<file path="config.mk">
export PLATFORM = sky130hd
export DESIGN_NAME = fetch_queue
export DESIGN_NICKNAME = d
export VERILOG_FILES = /design/src/rtl/fetch_queue.sv
export SDC_FILE = /design/constraint.sdc
export NUM_CORES = 1
export LEC_CHECK = 0
export CAP_MARGIN = 5
export CORE_UTILIZATION = 29
export DETAILED_ROUTE_END_ITERATION = 7
export MAX_ROUTING_LAYER = met4
export PLACE_DENSITY = 0.53
export SKIP_CTS_REPAIR_TIMING = 1
export SYNTH_ARGS = -nofsm -noshare
export SYNTH_HDL_FRONTEND = slang
export SYNTH_SLANG_ARGS = --single-unit
</file>
<file path="constraint.sdc">
create_clock -name clk -period 13.86 [get_ports clk]
set_input_delay 4.158 -clock clk [delete_from_list [all_inputs] [get_ports clk]]
set_output_delay 4.158 -clock clk [all_outputs]
set_load 0.01 [all_outputs]
</file>
<file path="src/rtl/fetch_queue.sv">
// Fetch stage: PC generation, one-cycle-latency imem reads, DEPTH-entry {pc, inst} queue to decode.
// Optional macro FETCH_BYPASS_EN presents a live response straight to decode when the queue is empty.
module fetch_queue #(
  parameter int unsigned     XLEN     = 32,
  parameter logic [XLEN-1:0] RESET_PC = 32'h0100_0000,
  parameter int unsigned     DEPTH    = 4,
  parameter logic [XLEN-1:0] NOP_INST = 32'h0000_0013
) (
  input  logic                     clk,
  input  logic                     reset,
  output logic                     imem_req,
  output logic [XLEN-1:0]          imem_addr,
  input  logic [XLEN-1:0]          imem_rdata,
  input  logic                     redirect_valid,
  input  logic [XLEN-1:0]          redirect_pc,
  output logic                     out_valid,
  input  logic                     out_ready,
  output logic [XLEN-1:0]          out_pc,
  output logic [XLEN-1:0]          out_inst,
  output logic                     out_fault,
  output logic [$clog2(DEPTH):0]   occupancy
);

  localparam int unsigned PW = $clog2(DEPTH);
  localparam int unsigned CW = PW + 1;
  localparam int unsigned LW = PW + 2;
  localparam logic [XLEN-1:0] FAULT_INST = XLEN'(32'hbadbadff);

  logic [XLEN-1:0] fetch_pc_q, fetch_pc_d;
  logic [PW-1:0]   rd_ptr_q, rd_ptr_d;
  logic [PW-1:0]   wr_ptr_q, wr_ptr_d;
  logic [CW-1:0]   count_q, count_d;
  logic            inflight_q, inflight_d;
  logic [XLEN-1:0] inflight_pc_q, inflight_pc_d;
  logic            inflight_stale_q, inflight_stale_d;

  logic [XLEN-1:0] pc_mem_q   [DEPTH];
  logic [XLEN-1:0] inst_mem_q [DEPTH];

  logic            fifo_nonempty;
  logic            resp_live;
  logic            bypass;
  logic            pop;
  logic            pop_fifo;
  logic            push;
  logic            issue;
  logic [LW-1:0]   level;

  // Low redirect bits only encode alignment and are dropped.
  logic            unused_redirect_lsb;
  assign unused_redirect_lsb = ^redirect_pc[1:0];

  assign fifo_nonempty = (count_q != '0);
  assign resp_live     = inflight_q && !inflight_stale_q && !redirect_valid;

`ifdef FETCH_BYPASS_EN
  assign bypass = !fifo_nonempty && resp_live;
`else
  assign bypass = 1'b0;
`endif

  assign out_valid = fifo_nonempty || bypass;
  assign pop       = out_valid && out_ready;
  assign pop_fifo  = fifo_nonempty && out_ready;
  assign push      = resp_live && !(bypass && out_ready);

  // Slots committed after this cycle: stored entries plus the read in flight, minus the one leaving.
  assign level = LW'(count_q) + LW'(inflight_q) - LW'(pop);
  assign issue = !reset && !redirect_valid && (level < LW'(DEPTH));

  assign imem_req  = issue;
  assign imem_addr = fetch_pc_q;
  assign occupancy = count_q;

  always_comb begin
    out_pc   = '0;
    out_inst = NOP_INST;
    if (bypass) begin
      out_pc   = inflight_pc_q;
      out_inst = imem_rdata;
    end else if (fifo_nonempty) begin
      out_pc   = pc_mem_q[rd_ptr_q];
      out_inst = inst_mem_q[rd_ptr_q];
    end
  end

  assign out_fault = out_valid && (out_inst == FAULT_INST);

  always_comb begin
    fetch_pc_d       = fetch_pc_q;
    rd_ptr_d         = rd_ptr_q;
    wr_ptr_d         = wr_ptr_q;
    count_d          = count_q;
    inflight_d       = inflight_q;
    inflight_pc_d    = inflight_pc_q;
    inflight_stale_d = inflight_stale_q;
    if (redirect_valid) begin
      fetch_pc_d       = {redirect_pc[XLEN-1:2], 2'b00};
      rd_ptr_d         = '0;
      wr_ptr_d         = '0;
      count_d          = '0;
      inflight_d       = 1'b0;
      inflight_stale_d = 1'b1;
    end else begin
      rd_ptr_d   = rd_ptr_q + PW'(pop_fifo);
      wr_ptr_d   = wr_ptr_q + PW'(push);
      count_d    = count_q + CW'(push) - CW'(pop_fifo);
      inflight_d = issue;
      if (issue) begin
        inflight_pc_d    = fetch_pc_q;
        inflight_stale_d = 1'b0;
        fetch_pc_d       = fetch_pc_q + XLEN'(4);
      end
    end
  end

  always_ff @(posedge clk or posedge reset) begin
    if (reset) begin
      fetch_pc_q       <= RESET_PC;
      rd_ptr_q         <= '0;
      wr_ptr_q         <= '0;
      count_q          <= '0;
      inflight_q       <= 1'b0;
      inflight_pc_q    <= '0;
      inflight_stale_q <= 1'b0;
    end else begin
      fetch_pc_q       <= fetch_pc_d;
      rd_ptr_q         <= rd_ptr_d;
      wr_ptr_q         <= wr_ptr_d;
      count_q          <= count_d;
      inflight_q       <= inflight_d;
      inflight_pc_q    <= inflight_pc_d;
      inflight_stale_q <= inflight_stale_d;
    end
  end

  // Storage is qualified by count, so it needs no reset.
  always_ff @(posedge clk) begin
    if (push) begin
      pc_mem_q[wr_ptr_q]   <= inflight_pc_q;
      inst_mem_q[wr_ptr_q] <= imem_rdata;
    end
  end

endmodule

</file>
==> Flow_metrics.wiki <==
{| class="wikitable"
! Metric !! Value
|-
| Arrival time worst endpoint || 6.93 ns
|-
| Relative slew slack || 35.2%
|-
| Class of the worst hold path || reg -> reg
|-
| Number of antenna diodes || 0
|-
| Result of the run || complete, no violations
|-
| Leakage Power || roughly 5.4 nW
|-
| Area of placed instances || around 15000 sq um
|-
| Sw Share || between 20% and 30%
|-
| Fill cell total of the finished layout || 4185
|-
| Number of buffers added on ports || 163
|-
| Unrepaired setup endpoints after global routing || no
|-
| Cell type with the largest total area after synthesis || sky130_fd_sc_hd__edfxtp_1
|-
| Number of antenna-violating nets in the routed design || 0
|-
| Gr usage total || 14.3%
|-
| Sum of routed wire length over all layers || slightly above 30000 um
|-
| Maximum fanout encountered on the critical timing path || 18
|-
| Int Power || 2.19 mW
|-
| Max-capacitance violation count || 0
|-
| Clock-pin slew of the registers on the worst-case setup and hold paths || 0.06 ns
|-
| Number of cells in the finished layout apart from fillers || 1554
|-
| Final-layout setup total negative slack || 0 ns
|-
| CTS root buffer || sky130_fd_sc_hd__clkbuf_16
|-
| Synth warn || 0
|-
| Critical Path Source Type || primary input
|-
| Worst endpoint required time || around 9.7 ns
|-
| Clock H-tree levels || 2
|-
| Part of the power in combinational logic || between 20 and 30%
|-
| Worst Tran Pin Value || around 0.97 ns
|-
| Vias in the first global route || roughly 7800
|-
| Drc violations || 0
|-
| Power density over cell area || roughly 190 nW/um^2
|-
| Number of ports placed on the die boundary || between 150 and 200
|-
| Clock buffer count from CTS || 37
|-
| Sequential group share of total power || 40.2%
|-
| Final max-slew violation count || 0
|-
| Largest cells by area after synthesis || sky130_fd_sc_hd__edfxtp_1 (57%), sky130_fd_sc_hd__dfrtp_1 (13%), sky130_fd_sc_hd__mux4_2 (11%)
|-
| Avg Inst Size Synth || between 15 and 20 sq um
|-
| Final Net Count || 1009
|-
| Cell Rows || 77
|-
| Maximum count of clock buffers along a single path || 3
|-
| Global-route wire length before repair || 48500 um
|-
| Clock insertion delay at the later pin of the skew report || 0.53 ns
|-
| Die Height || 214 um
|-
| Synth-to-layout area growth || 27.0%
|-
| Flip-flop cell with the highest count after synthesis || sky130_fd_sc_hd__edfxtp_1
|-
| Max Fclk || about 0.090 GHz
|-
| Starting density of the core || approximately 29%
|-
| Grt ovf || 0
|-
| Post-layout power || slightly above 3 mW
|-
| Final estimated routing congestion in global placement || 0.821
|-
| Flops & latches, synth || approximately 320
|-
| Final HPWL from detailed placement || slightly below 20000 um
|-
| Largest voltage drop on the vdd net || slightly below 0.09 mV
|-
| Total non-filler cell area in the finished layout || 16600 sq um
|-
| Count of flip-flops with a built-in enable after synthesis || between 200 and 250
|-
| Final-report hold violation count || 0
|-
| Clock power share || ~30%
|-
| Placeable core region || ~44000 sq um
|-
| Async S/R FF share, synth || 21.8%
|-
| Routed wire length per instance || 20.1 um
|-
| Post-synth top area share || a little under three fifths
|-
| 1st-pass router iterations || 5
|-
| Pin count of the biggest net entering global routing || 61
|-
| Final clock period utilization by the worst path || 80.0%
|-
| Die Span X || approximately 210 um
|-
| Number of DRC violations after detailed-routing iteration 0 || 437
|-
| Detailed-route via count || 7493
|-
| Switching power of the nets || about 920 uW
|-
| Start-to-end type of the worst setup path || in -> out
|-
| Kind of end point of the critical path || output port
|-
| Share of post-route cells with drive strength above 1 || 19.2%
|-
| Full die area || between 40000 and 50000 sq um
|-
| Post-layout min period || approximately 11 ns
|-
| Vias/cell || approximately 4.8
|-
| Total standard cell area after synthesis || roughly 13000 sq um
|-
| Distinct cell type count of the synthesized netlist || between 50 and 60
|-
| Clock net sink count || ~320
|-
| Number of placed instances with taps included || roughly 1500
|-
| Worst clock skew || 0.0214 ns
|-
| Post-synthesis sequential area ratio || between 70 and 80%
|-
| Final Setup Violations || 0
|-
| Initial antenna violation count || 0
|-
| Clock tree from TritonCTS || done
|-
| Synthesized netlist cell count || 755
|}
## logic make-up after synthesis
| logic type | share of synthesized area, % |
|---|---|
| AOI/OAI and AO/OA | 3.33 |
| and+or+nand+nor | 9.77 |
| muxes | 13.5 |
| other | 0.0287 |
| buffers and inverters | 1.94 |
| xor gates and xnor gates | 0.403 |
| DFF | 70.3 |
| adders and majority gates | 0.729 |
## path summary, 6_finish.rpt
path | startpoint | end | slack (ns) | cells past startpoint
max | out_ready | imem_req | 2.77 | 9
min | inflight_stale_q | inflight_stale_q | 0.48 | 2
max reg2reg | occupancy[2] | inflight_pc_q[24] | 10.68 | 11
min reg2reg | inflight_stale_q | inflight_stale_q | 0.48 | 2
max in group asynchronous | reset | rd_ptr_q[0] | 8.51 | 5
min in group asynchronous | reset | imem_addr[7] | 4.12 | 3
## stage by stage
| stage | utilization [%] | setup slack (ns) | hold slack, ns |
|---|---|---|---|
| floorplan | - | 3.87 | 0.443 |
| global placement | 34.7 | 2.74 | 0.459 |
| detailed placement | 34.7 | 2.78 | 0.468 |
| CTS | 37.4 | 2.75 | 0.482 |
| global route | 37.4 | 2.65 | 0.523 |
| finish | 37.4 | 2.77 | 0.477 |
## synth_stat cells (5+ instances only)
library cell               number
sky130_fd_sc_hd__inv_1          9
sky130_fd_sc_hd__and3_1         5
sky130_fd_sc_hd__dfrtp_1       68
sky130_fd_sc_hd__or2_2          7
sky130_fd_sc_hd__nor2b_1       10
sky130_fd_sc_hd__nand2_1       28
sky130_fd_sc_hd__nand3_1       14
sky130_fd_sc_hd__o311ai_0       8
sky130_fd_sc_hd__clkbuf_1      18
sky130_fd_sc_hd__or4_1         17
sky130_fd_sc_hd__and4_1         5
sky130_fd_sc_hd__nor3_1         5
sky130_fd_sc_hd__buf_2         13
sky130_fd_sc_hd__nand4_1       17
sky130_fd_sc_hd__ha_1           6
sky130_fd_sc_hd__and2_1        60
sky130_fd_sc_hd__a31oi_1       18
sky130_fd_sc_hd__o31ai_1       15
sky130_fd_sc_hd__edfxtp_1     248
sky130_fd_sc_hd__nor2_1        35
sky130_fd_sc_hd__mux2_2        31
sky130_fd_sc_hd__buf_4          5
sky130_fd_sc_hd__mux4_2        62
## state kept, by name, indices dropped and copies added, names as in the netlist
| register | count |
|---|---|
| pc_mem_q | 120 |
| inflight_q | 1 |
| wr_ptr_q | 2 |
| imem_addr | 30 |
| rd_ptr_q | 2 |
| inflight_pc_q | 30 |
| occupancy | 3 |
| inst_mem_q | 128 |
| inflight_stale_q | 1 |
## area by class of cell
class / instances / area [sq um] / area share (%)
Clock inverter: 19 / 195 / 1.18
Clock buffer: 48 / 1010 / 6.09
Tap cell: 592 / 741 / 4.47
Timing Repair Buffer: 179 / 1750 / 10.6
Sequential cell: 317 / 9180 / 55.4
Multi-Input combinational cell: 389 / 3650 / 22.1
Inverter: 10 / 37.5 / 0.227
## layout by cell type, fill, tap and decap left out, types with 8 or more instances in the layout
cell / n
sky130_fd_sc_hd__buf_4: 16
sky130_fd_sc_hd__o311ai_0: 8
sky130_fd_sc_hd__clkbuf_16: 38
sky130_fd_sc_hd__clkbuf_1: 8
sky130_fd_sc_hd__clkdlybuf4s50_1: 163
sky130_fd_sc_hd__nand2_1: 28
sky130_fd_sc_hd__dfrtp_1: 66
sky130_fd_sc_hd__nand3_1: 14
sky130_fd_sc_hd__clkinv_1: 8
sky130_fd_sc_hd__nor2_1: 34
sky130_fd_sc_hd__and2_1: 60
sky130_fd_sc_hd__nor2b_1: 10
sky130_fd_sc_hd__edfxtp_1: 248
sky130_fd_sc_hd__or4_1: 17
sky130_fd_sc_hd__o31ai_1: 15
sky130_fd_sc_hd__mux2_2: 31
sky130_fd_sc_hd__a31oi_1: 18
sky130_fd_sc_hd__mux4_2: 62
sky130_fd_sc_hd__nand4_1: 17
## power groups by stage
stage	Clock, mW	Combinational, mW	Sequential (mW)
2_1_floorplan	0	0.518	1.23
6_report	0.956	0.900	1.25
3_3_place_gp	0	0.921	1.27
4_1_cts	0.983	0.929	1.25
5_1_grt	1.02	0.981	1.27
3_5_place_dp	0	0.924	1.27
## critical path, stage by stage
cell	delay, ns
sky130_fd_sc_hd__clkdlybuf4s50_1	0.50
sky130_fd_sc_hd__nand2_1	0.12
sky130_fd_sc_hd__or2_2	0.29
sky130_fd_sc_hd__ha_1	0.28
sky130_fd_sc_hd__a31oi_2	0.28
sky130_fd_sc_hd__mux2_2	0.46
sky130_fd_sc_hd__nand2_4	0.26
sky130_fd_sc_hd__inv_1	0.07
sky130_fd_sc_hd__clkdlybuf4s50_1	0.48
## layer usage
layer,global-route usage [%],share of wire [%]
met1,19.9,48
met2,21.1,45
met3,2.84,5.4
met4,4.17,2.1
met5,-,0
(Power assumes the default switching activity.)
